--- src/rtl/write_channel_ctrl_pkg.sv ---
// write_channel_ctrl_pkg: shared types and constants for the DMA write-channel sequencer
//   fsm_state_t        sequencer state encoding
//   CFG/DST_OFFSET     per-channel register offsets inside a CH_STRIDE-word block
//   BURST_*_MSB/LSB    field positions of AWBURST/AWSIZE in the config word
//   MAX_BEATS          largest legal AXI4 INCR burst length
package write_channel_ctrl_pkg;
    typedef enum logic [2:0] {
        IDLE,
        FETCH_CFG,
        FETCH_DST,
        LAUNCH,
        WAIT_RESP,
        DONE
    } fsm_state_t;
    localparam int unsigned CFG_OFFSET     = 1;
    localparam int unsigned DST_OFFSET     = 2;
    localparam int unsigned CH_STRIDE      = 4;
    localparam int unsigned BURST_TYPE_MSB = 26;
    localparam int unsigned BURST_TYPE_LSB = 25;
    localparam int unsigned BURST_SIZE_MSB = 24;
    localparam int unsigned BURST_SIZE_LSB = 22;
    localparam int unsigned MAX_BEATS      = 256;
endpackage

--- src/rtl/write_channel_ctrl.sv ---
// write_channel_ctrl: fetches a channel's burst config/destination and launches one AXI4 write burst
//   arbWrite*            grant in (valid/channel/beats), done/error pulse out
//   dst_addr..beats      burst parameters held for the master controller
//   start_write          one-cycle launch pulse; write_transaction_completed/write_resp_error return
//   req/give             register-file port sharing with the CFG FSM
//   regFile_read*        register-file read port (data one cycle after strobe)
module write_channel_ctrl
    import write_channel_ctrl_pkg::*;
#(
    parameter int C_M_AXI_ADDR_WIDTH = 8,
    parameter int REGFILE_ADDR_WIDTH = 8,
    parameter int REGFILE_DATA_WIDTH = 32,
    parameter int NUM_CHANNELS       = 32,
    localparam int CH_W              = $clog2(NUM_CHANNELS)
) (
    input  logic                          AXI_aclk,
    input  logic                          AXI_aresetn,
    input  logic                          arbWriteValid,
    input  logic [CH_W-1:0]               arbWriteChannel,
    input  logic [8:0]                    arbWriteBeats,
    output logic                          arbWriteDone,
    output logic                          arbWriteError,
    output logic [C_M_AXI_ADDR_WIDTH-1:0] dst_addr,
    output logic [1:0]                    burst_type,
    output logic [2:0]                    burst_size,
    output logic [8:0]                    beats,
    output logic                          start_write,
    input  logic                          write_transaction_completed,
    input  logic                          write_resp_error,
    input  logic                          req,
    output logic                          give,
    output logic                          busy,
    output logic                          regFile_readEnable,
    output logic [REGFILE_ADDR_WIDTH-1:0] regFile_readAddr,
    input  logic [REGFILE_DATA_WIDTH-1:0] regFile_readData
);
    localparam int RA = REGFILE_ADDR_WIDTH;

    fsm_state_t                    state_q, state_d;
    logic [CH_W-1:0]               ch_q, ch_d;
    logic [8:0]                    lat_beats_q, lat_beats_d;
    logic                          err_q, err_d;
    logic [C_M_AXI_ADDR_WIDTH-1:0] dst_addr_q, dst_addr_d;
    logic [1:0]                    burst_type_q, burst_type_d;
    logic [2:0]                    burst_size_q, burst_size_d;
    logic [8:0]                    beats_q, beats_d;
    logic                          start_write_q, start_write_d;
    logic                          done_q, done_d;
    logic                          error_q, error_d;
    logic                          give_q, give_d;
    logic                          busy_q, busy_d;
    logic [RA-1:0]                 ch_base;
    logic                          bad_beats;
    logic                          unused_rdata;

    assign ch_base   = RA'(RA'(ch_q) * RA'(CH_STRIDE));
    assign bad_beats = arbWriteBeats > 9'(MAX_BEATS);
    assign unused_rdata = &{1'b0, regFile_readData};

    always_comb begin
        state_d            = state_q;
        ch_d               = ch_q;
        lat_beats_d        = lat_beats_q;
        err_d              = err_q;
        dst_addr_d         = dst_addr_q;
        burst_type_d       = burst_type_q;
        burst_size_d       = burst_size_q;
        beats_d            = beats_q;
        start_write_d      = 1'b0;
        regFile_readEnable = 1'b0;
        regFile_readAddr   = '0;
        // Port is handed over only when no fetch is using it; a req seen
        // mid-fetch is simply held until WAIT_RESP.
        give_d = !req ? 1'b0 : (state_q == IDLE || state_q == WAIT_RESP) ? 1'b1 : give_q;
        case (state_q)
            IDLE: begin
                if (arbWriteValid && !req && !give_q) begin
                    ch_d        = arbWriteChannel;
                    lat_beats_d = arbWriteBeats;
                    err_d       = bad_beats;
                    state_d     = (arbWriteBeats == 9'd0 || bad_beats) ? DONE : FETCH_CFG;
                end
            end
            FETCH_CFG: begin
                regFile_readEnable = 1'b1;
                regFile_readAddr   = RA'(ch_base + RA'(CFG_OFFSET));
                state_d            = FETCH_DST;
            end
            FETCH_DST: begin
                // readData now carries the config word requested in FETCH_CFG
                regFile_readEnable = 1'b1;
                regFile_readAddr   = RA'(ch_base + RA'(DST_OFFSET));
                burst_type_d       = regFile_readData[BURST_TYPE_MSB:BURST_TYPE_LSB];
                burst_size_d       = regFile_readData[BURST_SIZE_MSB:BURST_SIZE_LSB];
                state_d            = LAUNCH;
            end
            LAUNCH: begin
                dst_addr_d    = regFile_readData[C_M_AXI_ADDR_WIDTH-1:0];
                beats_d       = lat_beats_q;
                start_write_d = 1'b1;
                state_d       = WAIT_RESP;
            end
            WAIT_RESP: begin
                // A completion coincident with the launch pulse belongs to an
                // older transaction and is discarded.
                if (write_transaction_completed && !start_write_q) begin
                    err_d   = write_resp_error;
                    state_d = DONE;
                end
            end
            DONE:    state_d = IDLE;
            default: state_d = IDLE;
        endcase
        done_d  = state_d == DONE;
        error_d = (state_d == DONE) && err_d;
        busy_d  = state_d != IDLE;
    end

    always_ff @(posedge AXI_aclk or negedge AXI_aresetn) begin
        if (!AXI_aresetn) begin
            state_q       <= IDLE;
            ch_q          <= '0;
            lat_beats_q   <= '0;
            err_q         <= 1'b0;
            dst_addr_q    <= '0;
            burst_type_q  <= '0;
            burst_size_q  <= '0;
            beats_q       <= '0;
            start_write_q <= 1'b0;
            done_q        <= 1'b0;
            error_q       <= 1'b0;
            give_q        <= 1'b0;
            busy_q        <= 1'b0;
        end else begin
            state_q       <= state_d;
            ch_q          <= ch_d;
            lat_beats_q   <= lat_beats_d;
            err_q         <= err_d;
            dst_addr_q    <= dst_addr_d;
            burst_type_q  <= burst_type_d;
            burst_size_q  <= burst_size_d;
            beats_q       <= beats_d;
            start_write_q <= start_write_d;
            done_q        <= done_d;
            error_q       <= error_d;
            give_q        <= give_d;
            busy_q        <= busy_d;
        end
    end

    assign arbWriteDone  = done_q;
    assign arbWriteError = error_q;
    assign dst_addr      = dst_addr_q;
    assign burst_type    = burst_type_q;
    assign burst_size    = burst_size_q;
    assign beats         = beats_q;
    assign start_write   = start_write_q;
    assign give          = give_q;
    assign busy          = busy_q;
endmodule
--- config.mk ---
export PLATFORM = sky130hd
export DESIGN_NAME = write_channel_ctrl
export DESIGN_NICKNAME = d
export VERILOG_FILES = /design/src/rtl/write_channel_ctrl_pkg.sv /design/src/rtl/write_channel_ctrl.sv
export SDC_FILE = /design/constraint.sdc
export NUM_CORES = 1
export LEC_CHECK = 0
export BUFFER_PORTS_ARGS = -buffer_cell sky130_fd_sc_hd__buf_2
export CAP_MARGIN = 15
export CORE_AREA = 4 4 73 75
export CTS_CLUSTER_SIZE = 12
export DETAILED_ROUTE_END_ITERATION = 6
export DIE_AREA = 0 0 77 79
export PLACE_DENSITY_LB_ADDON = 0.2
export SLEW_MARGIN = 30
export SYNTH_ARGS = -nofsm -noshare
export SYNTH_HDL_FRONTEND = slang
export SYNTH_SLANG_ARGS = --single-unit
--- constraint.sdc ---
create_clock -name AXI_aclk -period 2 [get_ports AXI_aclk]
set_input_delay 0.2 -clock AXI_aclk [delete_from_list [all_inputs] [get_ports AXI_aclk]]
set_output_delay 0.2 -clock AXI_aclk [all_outputs]
set_load 0.005 [all_outputs]
======== After elaboration in Yosys (flattened, before gate mapping) ========
Cells that the tools add are included.
operators by class
  $add $sub $neg .......................... 2
  multiply operators ...................... 0
  div/mod/pow operators ................... 0
  $lt $le $gt $ge ......................... 1
  equality and inequality tests ........... 6
  shift operators ......................... 0
  muxes and demuxes ....................... 12
  bitwise logic cells ..................... 0
  reduce and logical (&&, ||, !) cells .... 14
operators by type and width
  kind                                           number
  case mux 8 bit (2 select lines)                1
  case mux 3 bit (5 select lines)                1
  > comparator 9 bit, second input constant      1
  logical NOT 9 bit                              1
  2-to-1 mux 3 bit                               3
  adder 7 x 1 -> 8 bit, second input constant    1
  adder 7 x 2 -> 8 bit, second input constant    1
  == test 3 x 2 -> 1 bit, second input constant  2
  == test 3 bit, second input constant           2
  2-to-1 mux 1 bit                               6
  logical AND 1 bit                              4
  == test 3 x 1 -> 1 bit, second input constant  1
  logical NOT 1 bit                              3
  logical NOT 3 bit                              1
  nonzero test 3 bit                             1
  logical OR 1 bit                               2
  != test 2 x 1 -> 1 bit, second input constant  1
  case mux 1 bit (2 select lines)                1
  AND reduction 2 bit                            1
  OR reduction 2 bit                             1
word-level totals
  register bits after elaboration ......... 45
  bits in latches ......................... 0
  RAM bits ................................ 0
  memory bits (read-only) ................. 0
  output and inout bits ................... 36
  logic and storage cells ................. 48
  memories kept ........................... 0

======== Logic depth before layout (Yosys ltp) ========
Gate-level depths: netlist of run 1.
  depth after elaboration ................. 7
  gate-level depth with buffers ........... 5

======== Worst setup path after synthesis of run 1 ========
OpenSTA, ideal clock, no wires.
  path kind ............................... reg-to-output
  from .................................... register state_q[0]
  to ...................................... output regFile_readAddr[2]
  arrival time ............................ 1.226 ns
  data required time ...................... 1.800 ns
  setup slack ............................. 0.574 ns
  cell stages (with the launch flop) ...... 5
  path buffers ............................ 1
  cells stage by stage .................... dfrtp_1 > nor3b_4 > or2_1 > buf_6 > and2_1
between the ends
  longest elaborated chain between the ends .. 2
ends and longest elaborated chain
  element                                                           line                       RTL
  from (decl)                                                       write_channel_ctrl.sv:39   fsm_state_t state_q, state_d;
  from (signal assigned)                                            write_channel_ctrl.sv:135  state_q <= state_d;
  == test 3 x 2 -> 1 bit or == test 3 x 1 -> 1 bit (tied branches)  write_channel_ctrl.sv:75   case (state_q)
  case mux 8 bit (2 select lines) (*)                               write_channel_ctrl.sv:75
  to (decl)                                                         write_channel_ctrl.sv:34   output logic [REGFILE_ADDR_WIDTH-1:0] regFile_readAddr,
Every way passes the cells marked *; elsewhere a longest branch is shown, timed or not.

======== Worst setup path after layout of run 1 ========
  from .................................... register state_q[0]
  to ...................................... output regFile_readAddr[5]
The elaborated chain is that of the path after synthesis.

==> reports/qor.csv, run 1 <==
stage;metric;value;unit
outcome;status;complete, but fails checks;
outcome;violations;hold timing;
clocking;ctsRootBufferMaster;clkbuf_8;
clocking;cts_buffers;5;
power;p_int;2350;uW
global_routing;grtUsageTotal;12.8;%
cells_and_area;seq_area;1130;um^2
setup_path;worstPathArrival;1.58;ns
timing;timing.fmax;563;MHz
die;rows;25;
synthesis;yosys.cell_count.top_type;nand2_1;
setup_path;critical_path.top_delay_family;simple AND/OR/NAND/NOR gates;
hold_path;hold_path_class;in2async;
synthesis;ys_top_cells_by_count;nand2_1 (55), dfrtp_1 (45), mux2_2 (15);
setup_path;start_kind;flop;
timing;final_max_slew_viol_count;0;
timing;fin_ws;0.224;ns
cells_and_area;area_growth;28.3;%
synthesis;avgSynthCellArea;11.7;um^2
die;die-area;6080;um^2
placement;io_buffers;67;
die;start_util;39.3;%
global_routing;grt_start_max_net_pins;37;
placement;dp_hpwl;2700;um
setup_path;worstSetupPathType;reg2out;
placement;gp_routability_congestion;0.687;
timing;fin_tns_setup;0;ns
global_routing;grt_pass1_vias;1319;
timing;clock_skew;0.00588;ns
cells_and_area;final_nets;283;
die;core-area;4660;um^2
power;power.density;1440;nW/um^2
synthesis;syn_nets;210;
synthesis;synth_edf_count;0;
synthesis;synth_cell_type_count;30;
timing;tightest_slew;0.794;ns
synthesis;postSynthCellCount;157;
setup_path;crit_required;1.80;ns
routing;drtPass1Iterations;4;
synthesis;yosysWarnings;0;
timing;period_share;88.8;%
power;swShare;30.7;%
cells_and_area;drive_above_1_share;43.3;%
power;clkPwrFrac;20.5;%
cells_and_area;antenna_cells;0;
global_routing;grt_first_pass_wirelength;6100;um
global_routing;antenna_found_initial;0;
placement;pre_cts_ws;0.368;ns
synthesis;syn_area;1830;um^2
timing;rsz0062_at_grt;no;
power;p_leak;0.00127;uW
clocking;h-tree-depth;2;
synthesis;ys.flop_type;dfrtp_1;
timing;min_period;1.78;ns
die;die_w;77;um
synthesis;synth-seq-area-share;61.5;%
synthesis;synthArstFlopShare;100;%
setup_path;slowest_stage;dfrtp_1;
routing;postRouteAntennaNets;0;
cells_and_area;fillers;459;
clocking;clk_pin_slew_worst_paths;0.08;ns
synthesis;yosys.area.top_type;dfrtp_1;
timing;fin_hold_ws;-0.0113;ns
power;p_switching;1040;uW
synthesis;ys_ff_latch;45;
timing;relSlewSlack;47.0;%
clocking;cts.sink_count;45;
clocking;cts_tree;built;
power;pwr-share-seq;45.8;%
synthesis;ys_top_cells_by_area;dfrtp_1 (62%), nand2_1 (11%), mux2_2 (9.2%);
power;p_comb_share;33.7;%
power;ir_worst_vdd;0.000681;V
routing;vias;1326;
cells_and_area;multiInputGateArea;658;um^2
timing;final_hold_viol_count;25;
job;drv_cap;0;
clocking;postCtsSetupRepairBufs;0;
timing;setup-violations-final;0;
die;io_pins;88;
die;dieHeight;79;um
routing;routed_wl;3710;um
setup_path;crit_path_max_incr_delay;0.47;ns
global_routing;grt_overflow_total;0;
routing;drt_iter0_markers;39;
clocking;clockBufferDepth;2;
routing;viasPerCell;4.65;
setup_path;path_buf_inv;1;
setup_path;crit_chain;nor3b_2 > or2_1 > and2_1 > buf_2;
setup_path;critPathCaptureType;output pin;
routing;drc;0;
clocking;clkLatencyLatePin;0.29;ns
setup_path;worstPathMaxFanout;7;
synthesis;netlist.area_leader.share;61.5;%
routing;wire_per_inst;13.0;um
## placed cells by master, fill, tap and decap left out, types with 2 or more instances in the layout
cell type and instances:
mux2_2 15, nor4_1 3, nand2_1 55, and2_1 5
dfrtp_1 45, mux2_1 4, inv_1 3, clkbuf_8 6
nor2_1 2, buf_4 4, buf_2 67
## final timing paths
| path | startpoint | to | slack, ns | depth (start not counted) |
|---|---|---|---|---|
| worst max-delay path | state_q[0]$_DFF_PN0_ | regFile_readAddr[5] | 0.22 | 4 |
| worst min-delay path | AXI_aresetn | dst_addr[4]$_DFFE_PN0N_ | -0.01 | 1 |
| worst max register to register | state_q[1]$_DFF_PN0_ | arbWriteError$_DFF_PN0_ | 0.47 | 4 |
| worst min register to register | lat_beats_q[5]$_DFFE_PN0P_ | beats[5]$_DFFE_PN0N_ | 0.47 | 2 |
| max in group asynchronous | AXI_aresetn | burst_type[0]$_DFFE_PN0N_ | 1.40 | 2 |
| min in group AXI_aclk | regFile_readData[7] | dst_addr[7]$_DFFE_PN0N_ | 0.09 | 3 |
## repair_timing
item | 4_1_cts | 5_1_grt
setup endpoints to repair | 0 | 1
resized for setup | 0 | 1
hold buffers | 0 | 0
## worst register-to-register path, delay by kind of cell, from the launching register on
| family | cells | cell delay (ns) |
|---|---|---|
| simple gates | 3 | 0.79 |
| flops | 1 | 0.46 |
| compound gates | 1 | 0.20 |
## layer usage
metal  wire (um)  track usage, %
met2        1760            20.6
met5           0               0
met1        1640            15.8
met3         275            3.85
met4          33            6.41
## registers in the layout, indices dropped and copies added, names as in the netlist
name / flops
start_write: 1
burst_size: 3
beats: 9
dst_addr: 8
arbWriteDone: 1
arbWriteError: 1
give: 1
burst_type: 2
err_q: 1
lat_beats_q: 9
state_q: 3
busy: 1
ch_q: 5
## through the flow
stage,util (%),total power (uW),instances,instance area [um^2]
after floorplan,-,2250,157,1830
after global placement,47.8,2710,277,2230
after detailed placement,47.8,2730,277,2230
after CTS,50.3,3440,285,2340
after global routing,50.4,3660,285,2350
final,50.4,3390,285,2350
## final cells by class
class                      count  share of cell area, %
timing repair buffer          71                   15.6
multi-input combinational    103                   28.0
tap                           54                   2.88
clock inverter                 1                   1.28
sequential                    45                   47.9
clock buffer                   7                   3.68
inverter                       4                  0.639
## power by group through the flow
stage / logic (uW) / registers [uW] / clock network (uW)
6_report: 1140 / 1550 / 696
5_1_grt: 1290 / 1610 / 759
2_1_floorplan: 682 / 1570 / 0
3_3_place_gp: 1150 / 1560 / 0
3_5_place_dp: 1160 / 1570 / 0
4_1_cts: 1170 / 1550 / 718
## cells by family (layout without fill, tap and decap cells)
| logic type | Yosys count | count (layout) | synth area share, % |
|---|---|---|---|
| AND/OR/NAND/NOR | 77 | 77 | 21.1 |
| flip-flops | 45 | 45 | 61.5 |
| multiplexers | 19 | 19 | 11.7 |
| buffers and inverters | 9 | 83 | 2.80 |
| AO/OA/AOI/OAI | 5 | 5 | 2.05 |
| adder cells (fa/ha/maj) | 1 | 1 | 0.683 |
| other | 1 | 1 | 0.205 |
Power figures use the tool's default switching activity.
==> inputs of run 2 (changes only) <==
==> constraint.sdc (replaced) <==
create_clock -name AXI_aclk -period 2.3 [get_ports AXI_aclk]
set_input_delay 0.23 -clock AXI_aclk [delete_from_list [all_inputs] [get_ports AXI_aclk]]
set_output_delay 0.23 -clock AXI_aclk [all_outputs]
set_load 0.005 [all_outputs]
==> reports/qor.csv, run 2 (synthesized netlist as in run 1, its figures left out) <==
stage;metric;value;unit;change
outcome;status;finished clean;;was complete, but fails checks
clocking;ctsRootBufferMaster;clkbuf_8;;unchanged
routing;routed_wl;3670;um;was 3710 um
die;die-area;6080;um^2;unchanged
routing;postRouteAntennaNets;0;;unchanged
setup_path;r2r_start;state_q[2]$_DFF_PN0_;;was state_q[1]$_DFF_PN0_
setup_path;worstSetupPathType;reg2out;;unchanged
placement;io_buffers;67;;unchanged
routing;viasPerCell;4.64;;was 4.65
clocking;cts_tree;built;;unchanged
clocking;h-tree-depth;2;;unchanged
placement;gp_routability_congestion;0.699;;was 0.687
setup_path;regToRegEndpoint;dst_addr[1]$_DFFE_PN0N_;;was arbWriteError$_DFF_PN0_
power;p_leak;0.00125;uW;was 0.00127 uW
clocking;ctsResizeCount;0;;unchanged
setup_path;slowest_stage;dfrtp_1;;unchanged
global_routing;grt_first_pass_wirelength;6130;um;was 6100 um
clocking;clockBufferDepth;2;;unchanged
timing;period_share;82.7;%;
routing;vias;1322;;was 1326
die;core-area;4660;um^2;unchanged
global_routing;grt_start_max_net_pins;23;;was 37
clocking;postCtsSetupRepairBufs;0;;unchanged
timing;min_period;1.90;ns;
cells_and_area;area_growth;26.3;%;was 28.3%
global_routing;grtUsageTotal;12.6;%;was 12.8%
cells_and_area;final_nets;283;;unchanged
routing;drc;0;;unchanged
setup_path;critical_path.top_delay_family;simple AND/OR/NAND/NOR gates;;unchanged
placement;pre_cts_ws;0.626;ns;was 0.368 ns
hold_path;hold_path_class;in2reg;;was in2async
timing;fin_tns_setup;0;ns;unchanged
setup_path;start_kind;flop;;unchanged
routing;wire_per_inst;12.9;um;was 13.0 um
timing;clock_skew;0.00827;ns;was 0.00588 ns
die;rows;25;;unchanged
setup_path;worstPathMaxFanout;7;;unchanged
power;p_total;2790;uW;was 3390 uW
setup_path;cp_num_cells;4;;unchanged
setup_path;worst-r2r-cell-count;4;;unchanged
setup_path;worstPathArrival;1.67;ns;was 1.58 ns
setup_path;crit_chain;nor3b_1 > or2_1 > and2_1 > buf_2;;was nor3b_2 > or2_1 > and2_1 > buf_2
timing;setup-violations-final;0;;unchanged
clocking;cts_buffers;5;;unchanged
clocking;clkLatencyLatePin;0.29;ns;about the same
global_routing;grt_pass1_vias;1323;;was 1319
setup_path;crit_path_max_incr_delay;0.50;ns;was 0.47 ns
setup_path;critPathCaptureType;output pin;;unchanged
routing;drtPass1Iterations;4;;unchanged
placement;dp_hpwl;2680;um;was 2700 um
die;io_pins;88;;unchanged
timing;timing.fmax;526;MHz;
cells_and_area;final_common_cell;buf_2;;unchanged
setup_path;crit_required;2.07;ns;was 1.80 ns
setup_path;crit_path_end;regFile_readAddr[2];;was regFile_readAddr[5]
power;ir_worst_vdd;0.000437;V;was 0.000681 V
setup_path;path_buf_inv;1;;unchanged
routing;drt_iter0_markers;33;;was 39
cells_and_area;antenna_cells;0;;unchanged
job;drv_cap;0;;unchanged
power;power.density;1210;nW/um^2;was 1440 nW/um^2
timing;rsz0062_at_grt;no;;unchanged
timing;final_max_slew_viol_count;0;;unchanged
timing;final_hold_viol_count;0;;was 25
global_routing;grt_overflow_total;0;;unchanged
die;start_util;39.3;%;unchanged
setup_path;startpoint;state_q[0]$_DFF_PN0_;;unchanged
cells_and_area;fillers;455;;was 459
clocking;cts.sink_count;45;;unchanged
clocking;clk_pin_slew_worst_paths;0.08;ns;about the same
global_routing;antenna_found_initial;0;;unchanged
timing;fin_ws;0.398;ns;was 0.224 ns
die;die_w;77;um;unchanged
setup_path;rrSetupSlack;0.67;ns;was 0.47 ns
cells_and_area;most-common-layout-cells;buf_2 (67), nand2_1 (55), dfrtp_1 (45), mux2_2 (15);;was buf_2 (67), nand2_1 (55), dfrtp_1 (45), mux2_2 (15), clkbuf_8 (6)
die;dieHeight;79;um;unchanged
clocking;postCtsHoldBufs;1;;was 0
cells_and_area;drive_above_1_share;42.4;%;was 43.3%
-- run 2: cell types whose count changed in the layout (fill, tap and decap cells not counted), sizes merged --
cell	change
clkinv	+2
buf	-1
bufinv	-1
clkbuf	-1
dlygate4sd3	+1
-- run 2: through the flow --
| stage | cells | area, um^2 | utilization, % | hold WS [ns] |
|---|---|---|---|---|
| after floorplan | 157 | 1830 | - | -0.0656 |
| after global placement | 276 | 2220 | 47.6 | 0.0336 |
| after detailed placement | 276 | 2220 | 47.6 | 0.0337 |
| after CTS | 285 | 2310 | 49.6 | 0.115 |
| after global routing | 285 | 2310 | 49.6 | 0.121 |
| final | 285 | 2310 | 49.6 | 0.123 |
-- run 2: per-layer routing --
| metal | vias to the layer above | track usage (%) | share of wire, % | wire [um] |
|---|---|---|---|---|
| met3 | 5 | 4.31 | 7.4 | 270 |
| li1 | 654 | - | - | - |
| met4 | 0 | 3.74 | 0.74 | 27 |
| met1 | 620 | 15.7 | 44 | 1620 |
| met5 | - | 0 | 0 | 0 |
| met2 | 43 | 20.9 | 48 | 1750 |
-- run 2: final cells by class --
| cell class | instances | area [um^2] | area share (%) |
|---|---|---|---|
| Sequential cell | 45 | 1130 | 48.7 |
| Multi-Input combinational cell | 103 | 653 | 28.2 |
| Timing Repair Buffer | 71 | 368 | 15.9 |
| Clock buffer | 6 | 72.6 | 3.14 |
| Tap cell | 54 | 67.6 | 2.92 |
| Inverter | 4 | 15.0 | 0.649 |
| Clock inverter | 2 | 10.0 | 0.433 |
-- run 2: how the worst min path moves through the flow --
stage	slack (ns)	endpoint	cells after the start	startpoint
2_1_floorplan	-0.07	arbWriteDone$_DFF_PN0_	0	AXI_aresetn
3_3_place_gp	0.03	dst_addr[4]$_DFFE_PN0N_	1	AXI_aresetn
3_5_place_dp	0.03	dst_addr[4]$_DFFE_PN0N_	1	AXI_aresetn
4_1_cts	0.12	dst_addr[7]$_DFFE_PN0N_	3	regFile_readData[7]
5_1_grt	0.12	dst_addr[0]$_DFFE_PN0N_	3	regFile_readData[0]
6_report	0.12	dst_addr[7]$_DFFE_PN0N_	3	regFile_readData[7]
-- run 2: power breakdown --
group	total [uW]	switching (uW)	internal (uW)
logic	982	453	530
clock network	465	254	211
registers	1350	195	1150
-- run 2: worst reg2reg max path, delay by kind of cell, from the launching register on --
kind | cells | cell delay [ns]
flip-flops | 1 | 0.47
buffers and inverters | 1 | 0.41
AND/OR/NAND/NOR | 3 | 0.68
==> inputs of run 3 (changes only) <==
==> constraint.sdc (replaced) <==
create_clock -name AXI_aclk -period 1.8 [get_ports AXI_aclk]
set_input_delay 0.18 -clock AXI_aclk [delete_from_list [all_inputs] [get_ports AXI_aclk]]
set_output_delay 0.18 -clock AXI_aclk [all_outputs]
set_load 0.005 [all_outputs]
==> reports/qor.csv, run 3 (synthesized netlist as in run 1, its figures left out) <==
stage;metric;value;unit;change
timing;min_period;1.67;ns;
global_routing;grt_overflow_total;0;;unchanged
clocking;cts.sink_count;45;;unchanged
power;p_switching;1130;uW;was 902 uW
power;p_int;2490;uW;was 1890 uW
outcome;status;finished clean;;unchanged
placement;place_area;2230;um^2;was 2220 um^2
die;rows;25;;unchanged
global_routing;grt_first_pass_wirelength;6220;um;was 6130 um
die;die_w;77;um;unchanged
clocking;clkLatencyLatePin;0.29;ns;about the same
timing;fin_hold_ws;0.0695;ns;was 0.123 ns
global_routing;grt_pass1_vias;1378;;was 1323
timing;rsz0062_at_grt;no;;unchanged
global_routing;grt_start_max_net_pins;25;;was 23
cells_and_area;utilization;50.3;%;was 49.6%
power;power.density;1550;nW/um^2;was 1210 nW/um^2
setup_path;worstPathMaxFanout;7;;unchanged
clocking;clk_pin_slew_worst_paths;0.08;ns;about the same
cells_and_area;final_nets;285;;was 283
die;dieHeight;79;um;unchanged
placement;gp_routability_congestion;0.719;;was 0.699
power;ir_worst_vdd;0.000682;V;was 0.000437 V
routing;postRouteAntennaNets;0;;unchanged
power;p_leak;0.00126;uW;was 0.00125 uW
routing;drc;0;;unchanged
power;p_comb_share;35.7;%;was 35.1%
routing;routed_wl;3570;um;was 3670 um
power;swShare;31.2;%;was 32.3%
global_routing;grtUsageTotal;13.1;%;was 12.6%
timing;fin_tns_setup;0;ns;unchanged
cells_and_area;most-common-layout-cells;buf_2 (67), nand2_1 (55), dfrtp_1 (42), mux2_2 (15), clkbuf_8 (6);;was buf_2 (67), nand2_1 (55), dfrtp_1 (45), mux2_2 (15)
cells_and_area;stdcell_area;2340;um^2;was 2310 um^2
power;clkPwrFrac;17.0;%;was 16.6%
die;start_util;39.3;%;unchanged
clocking;clockBufferDepth;2;;unchanged
timing;clock_skew;0.00307;ns;was 0.00827 ns
timing;period_share;92.5;%;
die;io_pins;88;;unchanged
cells_and_area;drive_above_1_share;44.8;%;was 42.4%
routing;drtPass1Iterations;2;;was 4
power;p_total;3620;uW;was 2790 uW
routing;viasPerCell;4.60;;was 4.64
clocking;cts_buffers;5;;unchanged
setup_path;worstSetupPathType;reg2out;;unchanged
setup_path;worstPathArrival;1.49;ns;was 1.67 ns
cells_and_area;area_growth;28.0;%;was 26.3%
power;pwr-share-seq;47.3;%;was 48.2%
setup_path;crit_required;1.62;ns;was 2.07 ns
job;drv_cap;0;;unchanged
routing;vias;1317;;was 1322
placement;io_buffers;67;;unchanged
hold_path;hold_path_class;in2reg;;unchanged
die;die-area;6080;um^2;unchanged
timing;relSlewSlack;64.3;%;
placement;dp_hpwl;2670;um;was 2680 um
routing;wire_per_inst;12.5;um;was 12.9 um
cells_and_area;antenna_cells;0;;unchanged
global_routing;antenna_found_initial;0;;unchanged
clocking;h-tree-depth;2;;unchanged
timing;setup-violations-final;0;;unchanged
clocking;ctsRootBufferMaster;clkbuf_8;;unchanged
routing;drt_iter0_markers;49;;was 33
clocking;cts_tree;built;;unchanged
die;core-area;4660;um^2;unchanged
setup_path;start_kind;flop;;unchanged
timing;final_hold_viol_count;0;;unchanged
timing;tightest_slew;0.536;ns;
timing;final_max_slew_viol_count;0;;unchanged
cells_and_area;final_common_cell;buf_2;;unchanged
setup_path;critPathCaptureType;output pin;;unchanged
timing;timing.fmax;600;MHz;
## run 3: cell count changes in the layout (fill, tap and decap cells not counted), moves of 2 or more
cell      before  now
dfrtp_2        0    3
buf_4          3    5
dfrtp_1       45   42
clkinv_2       2    0
## run 3: cell type report
type	count	area, um^2
clock buffers	7	86.3
fillers	447	2320
inverters	4	15.0
multi-input cells	103	661
flip-flops and latches	45	1130
well taps	54	67.6
repair buffers	73	383
## run 3: final timing paths
path / startpoint / end / slack, ns / depth (start not counted)
setup / recovery: state_q[1]$_DFF_PN0_ / regFile_readAddr[2] / 0.13 / 4
hold / removal: regFile_readData[5] / dst_addr[5]$_DFFE_PN0N_ / 0.07 / 3
setup reg to reg: state_q[1]$_DFF_PN0_ / arbWriteError$_DFF_PN0_ / 0.29 / 4
hold reg to reg: lat_beats_q[1]$_DFFE_PN0P_ / beats[1]$_DFFE_PN0N_ / 0.46 / 2
max in group asynchronous: AXI_aresetn / state_q[1]$_DFF_PN0_ / 0.84 / 3
min in group asynchronous: AXI_aresetn / dst_addr[4]$_DFFE_PN0N_ / 0.39 / 2
## run 3: repair_timing
item,CTS,global route
gates resized for setup,1,4
hold buffers,1,0
endpoints found under the setup margin,5,6
buffers inserted,0,1
pin swaps,0,2
hold endpoints to repair,22,0
## run 3: layer usage
layer,GRT usage (%),vias to the layer above,share of wire (%)
met5,0,-,0
met4,5.34,0,1.7
met3,4.76,7,7.1
met2,20.9,43,46
met1,16.2,612,45
li1,-,655,-
## run 3: power groups by stage
stage | clock network (uW) | logic, uW | registers, uW
after global routing | 686 | 1490 | 1780
after global placement | 0 | 1280 | 1730
after floorplan | 0 | 758 | 1740
after detailed placement | 0 | 1290 | 1740
after CTS | 640 | 1300 | 1720
final | 615 | 1290 | 1710
## run 3: worst max-delay path, cell delays in order, from the launching register on
cell	delay, ns
dfrtp_2	0.46
nor3b_4	0.18
or2_4	0.28
and2_1	0.16
buf_2	0.12
## run 3: metrics by stage
step	std cells	worst slack, ns
2_1_floorplan	157	0.394
3_3_place_gp	277	0.159
3_5_place_dp	277	0.159
4_1_cts	285	0.0233
5_1_grt	286	0.0211
6_report	286	0.134
